===== config.mk =====
export PLATFORM = sky130hd
export DESIGN_NAME = pipe_ctrl_unit
export DESIGN_NICKNAME = d
export VERILOG_FILES = /design/src/rtl/pipe_ctrl_unit.sv
export SDC_FILE = /design/constraint.sdc
export NUM_CORES = 1
export LEC_CHECK = 0
export ABC_AREA = 0
export CAP_MARGIN = 5
export CORE_MARGIN = 2
export CORE_UTILIZATION = 51
export DETAILED_ROUTE_END_ITERATION = 8
export PLACE_DENSITY_LB_ADDON = 0.05
export SLEW_MARGIN = 25
export SYNTH_ARGS = -nofsm -noshare
export SYNTH_HDL_FRONTEND = slang
export SYNTH_SLANG_ARGS = --single-unit

===== constraint.sdc =====
create_clock -name clk -period 4.55 [get_ports clk]
set_input_delay 0.91 -clock clk [delete_from_list [all_inputs] [get_ports clk]]
set_output_delay 0.91 -clock clk [all_outputs]
set_load 0.01 [all_outputs]

===== src/rtl/pipe_ctrl_unit.sv =====
// Pipelined control and hazard unit for a five-stage MIPS datapath: decodes ID,
// carries the control bundle through EX/MEM/WB and resolves stalls, forwarding and PC selection.
module pipe_ctrl_unit #(
    parameter int RA_W   = 5,
    parameter int ALU_W  = 3,
    parameter int EN_FWD = 1
) (
    input  logic             clk,
    input  logic             rst_n,
    input  logic [5:0]       id_opcode,
    input  logic [5:0]       id_func,
    input  logic [RA_W-1:0]  id_rs,
    input  logic [RA_W-1:0]  id_rt,
    input  logic [RA_W-1:0]  id_rd,
    input  logic             ex_zero,
    output logic [ALU_W-1:0] ex_alu_op,
    output logic             ex_alu_src,
    output logic             ex_link,
    output logic             ex_illegal,
    output logic             mem_read,
    output logic             mem_write,
    output logic             wb_write,
    output logic             wb_mem_to_reg,
    output logic [RA_W-1:0]  wb_dest,
    output logic [1:0]       fwd_a,
    output logic [1:0]       fwd_b,
    output logic             stall,
    output logic             flush_ifid,
    output logic [1:0]       pc_sel
);

    localparam logic [5:0] OP_RTYPE = 6'd0;
    localparam logic [5:0] OP_J     = 6'd2;
    localparam logic [5:0] OP_JAL   = 6'd3;
    localparam logic [5:0] OP_BEQ   = 6'd4;
    localparam logic [5:0] OP_BNE   = 6'd5;
    localparam logic [5:0] OP_ADDI  = 6'd8;
    localparam logic [5:0] OP_SLTI  = 6'd10;
    localparam logic [5:0] OP_LW    = 6'd35;
    localparam logic [5:0] OP_SW    = 6'd43;

    localparam logic [5:0] FN_NOP = 6'd0;
    localparam logic [5:0] FN_JR  = 6'd8;
    localparam logic [5:0] FN_ADD = 6'd32;
    localparam logic [5:0] FN_SUB = 6'd34;
    localparam logic [5:0] FN_AND = 6'd36;
    localparam logic [5:0] FN_OR  = 6'd37;
    localparam logic [5:0] FN_XOR = 6'd38;
    localparam logic [5:0] FN_SLT = 6'd42;

    localparam logic [ALU_W-1:0] ALU_ADD = ALU_W'(3'd0);
    localparam logic [ALU_W-1:0] ALU_SUB = ALU_W'(3'd1);
    localparam logic [ALU_W-1:0] ALU_AND = ALU_W'(3'd2);
    localparam logic [ALU_W-1:0] ALU_OR  = ALU_W'(3'd3);
    localparam logic [ALU_W-1:0] ALU_SLT = ALU_W'(3'd4);
    localparam logic [ALU_W-1:0] ALU_XOR = ALU_W'(3'd5);

    localparam logic [1:0] PC_SEQ = 2'd0;
    localparam logic [1:0] PC_BR  = 2'd1;
    localparam logic [1:0] PC_JMP = 2'd2;
    localparam logic [1:0] PC_JR  = 2'd3;

    localparam logic [RA_W-1:0] LINK_REG = RA_W'(5'd31);
    localparam logic            FWD_ON   = (EN_FWD != 0);

    // src_a/src_b hold rs/rt only when the instruction reads them, zero otherwise.
    typedef struct packed {
        logic             write;
        logic [RA_W-1:0]  dest;
        logic [ALU_W-1:0] alu_op;
        logic             alu_src;
        logic             mem_read;
        logic             mem_write;
        logic             mem_to_reg;
        logic             link;
        logic             beq;
        logic             bne;
        logic             illegal;
        logic [RA_W-1:0]  src_a;
        logic [RA_W-1:0]  src_b;
    } idex_t;

    typedef struct packed {
        logic            write;
        logic [RA_W-1:0] dest;
        logic            mem_read;
        logic            mem_write;
        logic            mem_to_reg;
    } exmem_t;

    typedef struct packed {
        logic            write;
        logic [RA_W-1:0] dest;
        logic            mem_to_reg;
    } memwb_t;

    idex_t  dec_s;
    logic   dec_jump_s;
    logic   dec_jr_s;
    idex_t  idex_d, idex_q;
    exmem_t exmem_d, exmem_q;
    memwb_t memwb_d, memwb_q;
    logic   ld_use_s, jr_haz_s, raw_haz_s, raw_stall_s, taken_s;

    function automatic logic [ALU_W-1:0] rtype_alu(input logic [5:0] fn);
        case (fn)
            FN_SUB:  return ALU_SUB;
            FN_AND:  return ALU_AND;
            FN_OR:   return ALU_OR;
            FN_XOR:  return ALU_XOR;
            FN_SLT:  return ALU_SLT;
            default: return ALU_ADD;
        endcase
    endfunction

    function automatic logic hit(input logic wr, input logic [RA_W-1:0] dst, input logic [RA_W-1:0] src);
        return wr && (dst != '0) && (dst == src);
    endfunction

    // Decode the ID-stage instruction into a control bundle.
    always_comb begin
        dec_s      = '0;
        dec_jump_s = 1'b0;
        dec_jr_s   = 1'b0;
        case (id_opcode)
            OP_RTYPE: begin
                case (id_func)
                    FN_ADD, FN_SUB, FN_AND, FN_OR, FN_XOR, FN_SLT: begin
                        dec_s.write  = 1'b1;
                        dec_s.dest   = id_rd;
                        dec_s.alu_op = rtype_alu(id_func);
                        dec_s.src_a  = id_rs;
                        dec_s.src_b  = id_rt;
                    end
                    FN_JR: begin
                        dec_s.src_a = id_rs;
                        dec_jr_s    = 1'b1;
                    end
                    FN_NOP:  dec_s = '0;
                    default: dec_s.illegal = 1'b1;
                endcase
            end
            OP_LW: begin
                dec_s.write      = 1'b1;
                dec_s.dest       = id_rt;
                dec_s.alu_src    = 1'b1;
                dec_s.mem_read   = 1'b1;
                dec_s.mem_to_reg = 1'b1;
                dec_s.src_a      = id_rs;
            end
            OP_SW: begin
                dec_s.alu_src   = 1'b1;
                dec_s.mem_write = 1'b1;
                dec_s.src_a     = id_rs;
                dec_s.src_b     = id_rt;
            end
            OP_ADDI, OP_SLTI: begin
                dec_s.write   = 1'b1;
                dec_s.dest    = id_rt;
                dec_s.alu_op  = (id_opcode == OP_SLTI) ? ALU_SLT : ALU_ADD;
                dec_s.alu_src = 1'b1;
                dec_s.src_a   = id_rs;
            end
            OP_BEQ, OP_BNE: begin
                dec_s.alu_op = ALU_SUB;
                dec_s.beq    = (id_opcode == OP_BEQ);
                dec_s.bne    = (id_opcode == OP_BNE);
                dec_s.src_a  = id_rs;
                dec_s.src_b  = id_rt;
            end
            OP_J: dec_jump_s = 1'b1;
            OP_JAL: begin
                dec_s.write = 1'b1;
                dec_s.dest  = LINK_REG;
                dec_s.link  = 1'b1;
                dec_jump_s  = 1'b1;
            end
            default: dec_s.illegal = 1'b1;
        endcase
        dec_s.write = dec_s.write && (dec_s.dest != '0);
    end

    // Hazard detection against the instructions currently in EX and MEM.
    always_comb begin
        taken_s  = (idex_q.beq && ex_zero) || (idex_q.bne && !ex_zero);
        ld_use_s = idex_q.mem_read && (idex_q.dest != '0) &&
                   ((idex_q.dest == dec_s.src_a) || (idex_q.dest == dec_s.src_b));
        jr_haz_s = dec_jr_s && (hit(idex_q.write, idex_q.dest, id_rs) ||
                                hit(exmem_q.write, exmem_q.dest, id_rs));
        raw_haz_s = !FWD_ON &&
                    (hit(idex_q.write, idex_q.dest, dec_s.src_a)   ||
                     hit(idex_q.write, idex_q.dest, dec_s.src_b)   ||
                     hit(exmem_q.write, exmem_q.dest, dec_s.src_a) ||
                     hit(exmem_q.write, exmem_q.dest, dec_s.src_b));
        raw_stall_s = ld_use_s || jr_haz_s || raw_haz_s;
    end

    // PC selection and front-end control; a taken branch overrides any stall.
    always_comb begin
        stall      = 1'b0;
        flush_ifid = 1'b0;
        pc_sel     = PC_SEQ;
        if (!rst_n) begin
            pc_sel = PC_SEQ;
        end else if (taken_s) begin
            pc_sel     = PC_BR;
            flush_ifid = 1'b1;
        end else if (raw_stall_s) begin
            stall = 1'b1;
        end else if (dec_jump_s) begin
            pc_sel     = PC_JMP;
            flush_ifid = 1'b1;
        end else if (dec_jr_s) begin
            pc_sel     = PC_JR;
            flush_ifid = 1'b1;
        end else begin
            pc_sel = PC_SEQ;
        end
    end

    // Operand forwarding: the younger producer in EX/MEM wins over MEM/WB.
    always_comb begin
        fwd_a = 2'd0;
        fwd_b = 2'd0;
        if (FWD_ON && hit(exmem_q.write, exmem_q.dest, idex_q.src_a)) begin
            fwd_a = 2'd1;
        end else if (FWD_ON && hit(memwb_q.write, memwb_q.dest, idex_q.src_a)) begin
            fwd_a = 2'd2;
        end else begin
            fwd_a = 2'd0;
        end
        if (FWD_ON && hit(exmem_q.write, exmem_q.dest, idex_q.src_b)) begin
            fwd_b = 2'd1;
        end else if (FWD_ON && hit(memwb_q.write, memwb_q.dest, idex_q.src_b)) begin
            fwd_b = 2'd2;
        end else begin
            fwd_b = 2'd0;
        end
    end

    // Next-state of the stage registers; stalls and taken branches insert a bubble.
    always_comb begin
        idex_d = dec_s;
        if (taken_s || raw_stall_s) begin
            idex_d = '0;
        end else begin
            idex_d = dec_s;
        end
        exmem_d.write      = idex_q.write;
        exmem_d.dest       = idex_q.dest;
        exmem_d.mem_read   = idex_q.mem_read;
        exmem_d.mem_write  = idex_q.mem_write;
        exmem_d.mem_to_reg = idex_q.mem_to_reg;
        memwb_d.write      = exmem_q.write;
        memwb_d.dest       = exmem_q.dest;
        memwb_d.mem_to_reg = exmem_q.mem_to_reg;
    end

    // Stage registers, cleared to bubbles on reset.
    always_ff @(posedge clk or negedge rst_n) begin
        if (!rst_n) begin
            idex_q  <= '0;
            exmem_q <= '0;
            memwb_q <= '0;
        end else begin
            idex_q  <= idex_d;
            exmem_q <= exmem_d;
            memwb_q <= memwb_d;
        end
    end

    assign ex_alu_op     = idex_q.alu_op;
    assign ex_alu_src    = idex_q.alu_src;
    assign ex_link       = idex_q.link;
    assign ex_illegal    = idex_q.illegal;
    assign mem_read      = exmem_q.mem_read;
    assign mem_write     = exmem_q.mem_write;
    assign wb_write      = memwb_q.write;
    assign wb_mem_to_reg = memwb_q.mem_to_reg;
    assign wb_dest       = memwb_q.dest;

endmodule


# --- Word-level counts from Yosys, hierarchy flattened ---
# Cells that the tools add are included.
op_classes:
  n_lt_le_gt_ge: 0
  n_eq_ne: 23
  n_addsub: 0
  bitwise: 0
  mux: 37
  reduce_logical: 38
  div_mod_pow: 0
  shifts: 0
  multipliers: 0
op_table:
  columns: ["cell", "count"]
  rows:
  - ["$eq 6x6->1 const B", 8]
  - ["$eq 5x5->1", 8]
  - ["$mux 27", 1]
  - ["$mux 2", 10]
  - ["$pmux 5 s2", 2]
  - ["$reduce_bool 5->1", 4]
  - ["$eq 6x4->1 const B", 3]
  - ["$pmux 6 s3", 1]
  - ["$mux 1", 16]
  - ["$reduce_or 8->1", 2]
  - ["$logic_and 1x1->1", 15]
  - ["$pmux 3 s5", 1]
  - ["$eq 6x2->1 const B", 2]
  - ["$eq 6x3->1 const B", 2]
  - ["$logic_not 6->1", 2]
  - ["$reduce_or 6->1", 2]
  - ["$mux 5", 2]
  - ["$mux 9", 1]
  - ["$pmux 3 s3", 1]
  - ["$reduce_or 7->1", 1]
  - ["$reduce_or 2->1", 3]
  - ["$reduce_or 3->1", 2]
  - ["$logic_or 1x1->1", 5]
  - ["$reduce_or 4->1", 1]
  - ["other kinds (3)", 3]
word_totals:
  mem_bits_rw: 0
  mem_bits_ro: 0
  n_memories: 0
  regBits: 43
  latch_bits: 0
  out_inout_bits: 23

# --- Logic depth before layout (Yosys ltp) ---
depth:
  depth_word: 11
  depth_mapped: 10

# --- Worst setup path before layout ---
# Ideal clock, no wire load.
synth_timing:
  path_kind: "input to output"
  start: "in id_opcode[5]"
  end: "out flush_ifid"
  path_slack_ns: 0.611
  arrival_ns: 3.029
  required_ns: 3.640
  path_buffers: 3
  cell_stages: 9
  cell_sequence: "buf_6 or4_4 a2111oi_4 o31ai_1 a222oi_1 and3_1 buf_6 buf_8 o21ai_1"
synth_via:
  elab_chain_cells: 10
  word_cells_on_any_way: 27
synth_rtl:
  columns: ["element", "line_no", "source"]
  rows:
  - ["start, declared", "10", "input logic [5:0] id_opcode,"]
  - ["$eq 6x4->1, or another cell as far along", "125", "case (id_opcode)"]
  - ["$reduce_or 6->1 (no source line) or $reduce_or 3->1 (tied branches)", null, null]
  - ["$pmux 5 s2", "125", null]
  - ["$eq 5x5->1", "187", "((idex_q.dest == dec_s.src_a) || (idex_q.dest == dec_s.src_b));"]
  - ["$logic_or 1x1->1", "187", null]
  - ["$logic_and 1x1->1", "186", "ld_use_s = idex_q.mem_read && (idex_q.dest != '0) &&"]
  - ["$logic_or 1x1->1", "195", "raw_stall_s = ld_use_s || jr_haz_s || raw_haz_s;"]
  - ["$mux 1 *", "208", "end else if (raw_stall_s) begin"]
  - ["$mux 1 *", "205", "end else if (taken_s) begin"]
  - ["$mux 1 *", "203", "if (!rst_n) begin"]
  - ["end, declared", "28", "output logic flush_ifid,"]
# Every way passes the cells marked *; elsewhere a longest branch is shown, timed or not.

# --- Worst setup path in the final report ---
layout_timing:
  start: "in id_opcode[5]"
  end: "out stall"
layout_via:
  elab_chain_cells: 10
  word_cells_on_any_way: 21
layout_rtl:
  columns: ["element", "line_no", "source"]
  rows:
  - ["$eq 6x4->1, or another cell as far along", "125", null]
  - ["$reduce_or 6->1 (no source line) or $reduce_or 3->1 (tied branches)", null, null]
  - ["$pmux 5 s2", "125", null]
  - ["$eq 5x5->1", "187", null]
  - ["$logic_or 1x1->1", "187", null]
  - ["$logic_and 1x1->1", "186", null]
  - ["$logic_or 1x1->1 *", "195", null]
  - ["$mux 1 *", "208", null]
  - ["$mux 1 *", "205", null]
  - ["$mux 1 *", "203", null]
  - ["end, declared", "27", "output logic stall,"]
# Marked as above.

==> metrics.txt <==
outcome=finished, final reports clean; Yosys Warn Count=0; r2r startpoint=exmem_d[5]; global-route wire length before repair=10830 µm; maximum vdd drop=0.1575 mV; max reg flops=12; EDFF count, synth=0; Post-Route WL=6729 µm; Hold Path Depth=0; global-route usage over all layers=25.89%; slew margin rel.=53.83%; largest net degree at the start of global routing=37; Reg clk slew, reported paths=0.08 ns; die height=74.64 µm; Clock Path Buffers=2; vias=2439; CP startpoint=id_opcode[5]; layout cells sized above 1=18.05%; IO Count=53; Post-Layout Cell Count=405; Post-synth ARST share=100.0%; Clk Latency, worst-skew pair=0.30 ns; DRT antenna net count=0; initial drt markers=166; Core Box Area=4755 µm²; wire per inst=16.61 µm; Area Growth Syn to Fin=33.87%; Critical Path Sink Type=primary output; Max Fclk=221.0 MHz; CP startpoint kind=primary input; Setup WS post-layout=0.02570 ns; CTS sink count=41; final setup vio count=0; crit-path max FO=9; DP Wirelength=5057 µm; Initial Util=53.53%; hold path start=exmem_d[1]; Syn Nets=289; Critical Path AT=3.61 ns; #FFs+latches synth=41; global route overflow=0; ANT cells=0; post-synth cell types=59; post-synthesis sequential area ratio=40.31%; CP required=3.64 ns; R2R depth=7; Worst Tran Pin Value=0.6864 ns; Final min period=4.524 ns; most used cell, CP=buf_4; most frequent cells in the layout=47 x clkdlybuf4s50_1, 41 x dfrtp_1, 38 x buf_4; multi-input logic area=1388 µm²; final worst path period share=99.44%; # Max-Cap Violations=0; H-tree levels=2; PD cells=222.6 nW/µm²; CTS root buffer=clkbuf_8; worst hold slack=0.3517 ns; GPL Wtd Cong=0.9195; Mapped Area=2545 µm²; Clock Skews=0.01135 ns; Die W=74.64 µm; ys flop type=dfrtp_1; leakage power=0.001567 µW; Layout Nets=368; Most flops, register=idex_q; setup TNS=0 ns; first-pass detailed-route iteration total=4; Hold Vio Cnt, Final=0; Num CTS Buffers=5; Synth top area share=40.31%; IO Port Bufs=52; dominant cell type by area after synthesis=dfrtp_1; CTS tree=yes; cells along the critical path=clkdlybuf4s50_1, buf_6, or4b_1, a31oi_1, buf_4, o31ai_1, a222oi_1, and3_1, buf_4, o311a_1, buf_2; vias in the first global route=2311; Post-CTS Hold Fix Bufs=0; area of the die=5571 µm²; top cells by area in the synthesized netlist=dfrtp_1 40%, xor2_1 6.5%, nor4_1 4.2%; # placed instances=395; Avg Cell Area, Syn=9.826 µm²; Vias per Instance=6.022; critical path class=primary input to primary output; Mapped Cells=259; fin util=71.66%; most common cell after layout, fill and taps aside=clkdlybuf4s50_1; Slowest-stage cell, CP=or4b_1; FF+latch area=1026 µm²; Rows=25; detailed-route DRC error count=0; Max Slew Vio Count=0; initial antenna violation count=0; hold crit path type=flop to flop; pre-CTS setup slack=-0.2233 ns; CP peak stage delay=0.51 ns; fillers=378
## synthesized netlist by cell type (2+ instances only)
master,count
nand4_1,5
nand4b_1,2
a2111oi_0,2
nor2b_1,6
clkbuf_1,7
inv_1,5
xor2_1,19
buf_2,3
dfrtp_1,41
a221o_1,3
o21ai_0,7
or4b_1,3
buf_4,3
nand2_1,14
a31oi_1,2
nor4_1,17
o31ai_1,4
or4_1,7
buf_6,3
nor4_2,4
nor3_1,19
nor4b_1,2
or3_1,4
and3_1,2
xnor2_1,9
buf_1,2
a21oi_1,2
o31a_1,3
nor2_1,6
nand3_1,12
nand2b_1,11
a221oi_1,3
## power by group
part / switching [µW] / total (µW) / internal (µW)
Clock: 128 / 248 / 120
Combinational: 59.7 / 128 / 68.6
Sequential: 9.65 / 383 / 373
## layout make-up
type	count	area share, %
Multi-Input combinational cell	194	40.73
Sequential cell	41	30.11
Timing Repair Buffer	91	23.50
Tap cell	67	2.461
Clock buffer	6	2.424
Inverter	5	0.5509
Clock inverter	1	0.2203
## per-stage QoR
stage / total power (µW) / cell area (µm²)
global placement: 513.0 / 3294
floorplan: 440.3 / 2545
global route: 785.0 / 3407
finish: 758.5 / 3407
detailed placement: 515.1 / 3294
CTS: 756.7 / 3388
## worst paths after layout
path | slack [ns] | end
worst max-delay path | 0.03 | stall
worst min-delay path | 0.35 | mem_write
worst max register to register | 2.04 | ex_alu_src
worst min register to register | 0.35 | mem_write
max in group asynchronous | 3.40 | idex_q[7]
min in group asynchronous | 0.46 | exmem_d[2]
## layer usage
layer	up-vias	track usage [%]	wire, µm
li1	1145	-	-
met1	1165	34.54	2902
met2	116	43.66	3188
met3	13	4.685	512
met4	0	7.143	125
met5	-	0	0
## critical path, delay by kind of cell
kind                   cells  cell delay [ns]
buffers and inverters      5             1.01
AO/OA/AOI/OAI              4             0.92
AND/OR/NAND/NOR            2             0.78
## what timing repair did
| item | 4_1_cts | 5_1_grt |
|---|---|---|
| setup buffers | 1 | 2 |
| resized for setup | 5 | 7 |
| setup endpoints to repair | 4 | 3 |
| pin swaps | 3 | 3 |
## logic make-up (layout without fill, tap and decap cells)
| logic type | Yosys count | count (layout) | synth area share [%] |
|---|---|---|---|
| compound gates | 43 | 43 | 14.45 |
| simple gates | 121 | 121 | 29.30 |
| xor+xnor | 28 | 28 | 9.636 |
| buf+inv | 24 | 103 | 5.457 |
| mux | 2 | 2 | 0.8358 |
| flops | 41 | 41 | 40.31 |
Note: power is estimated with default switching activity, not from simulation.
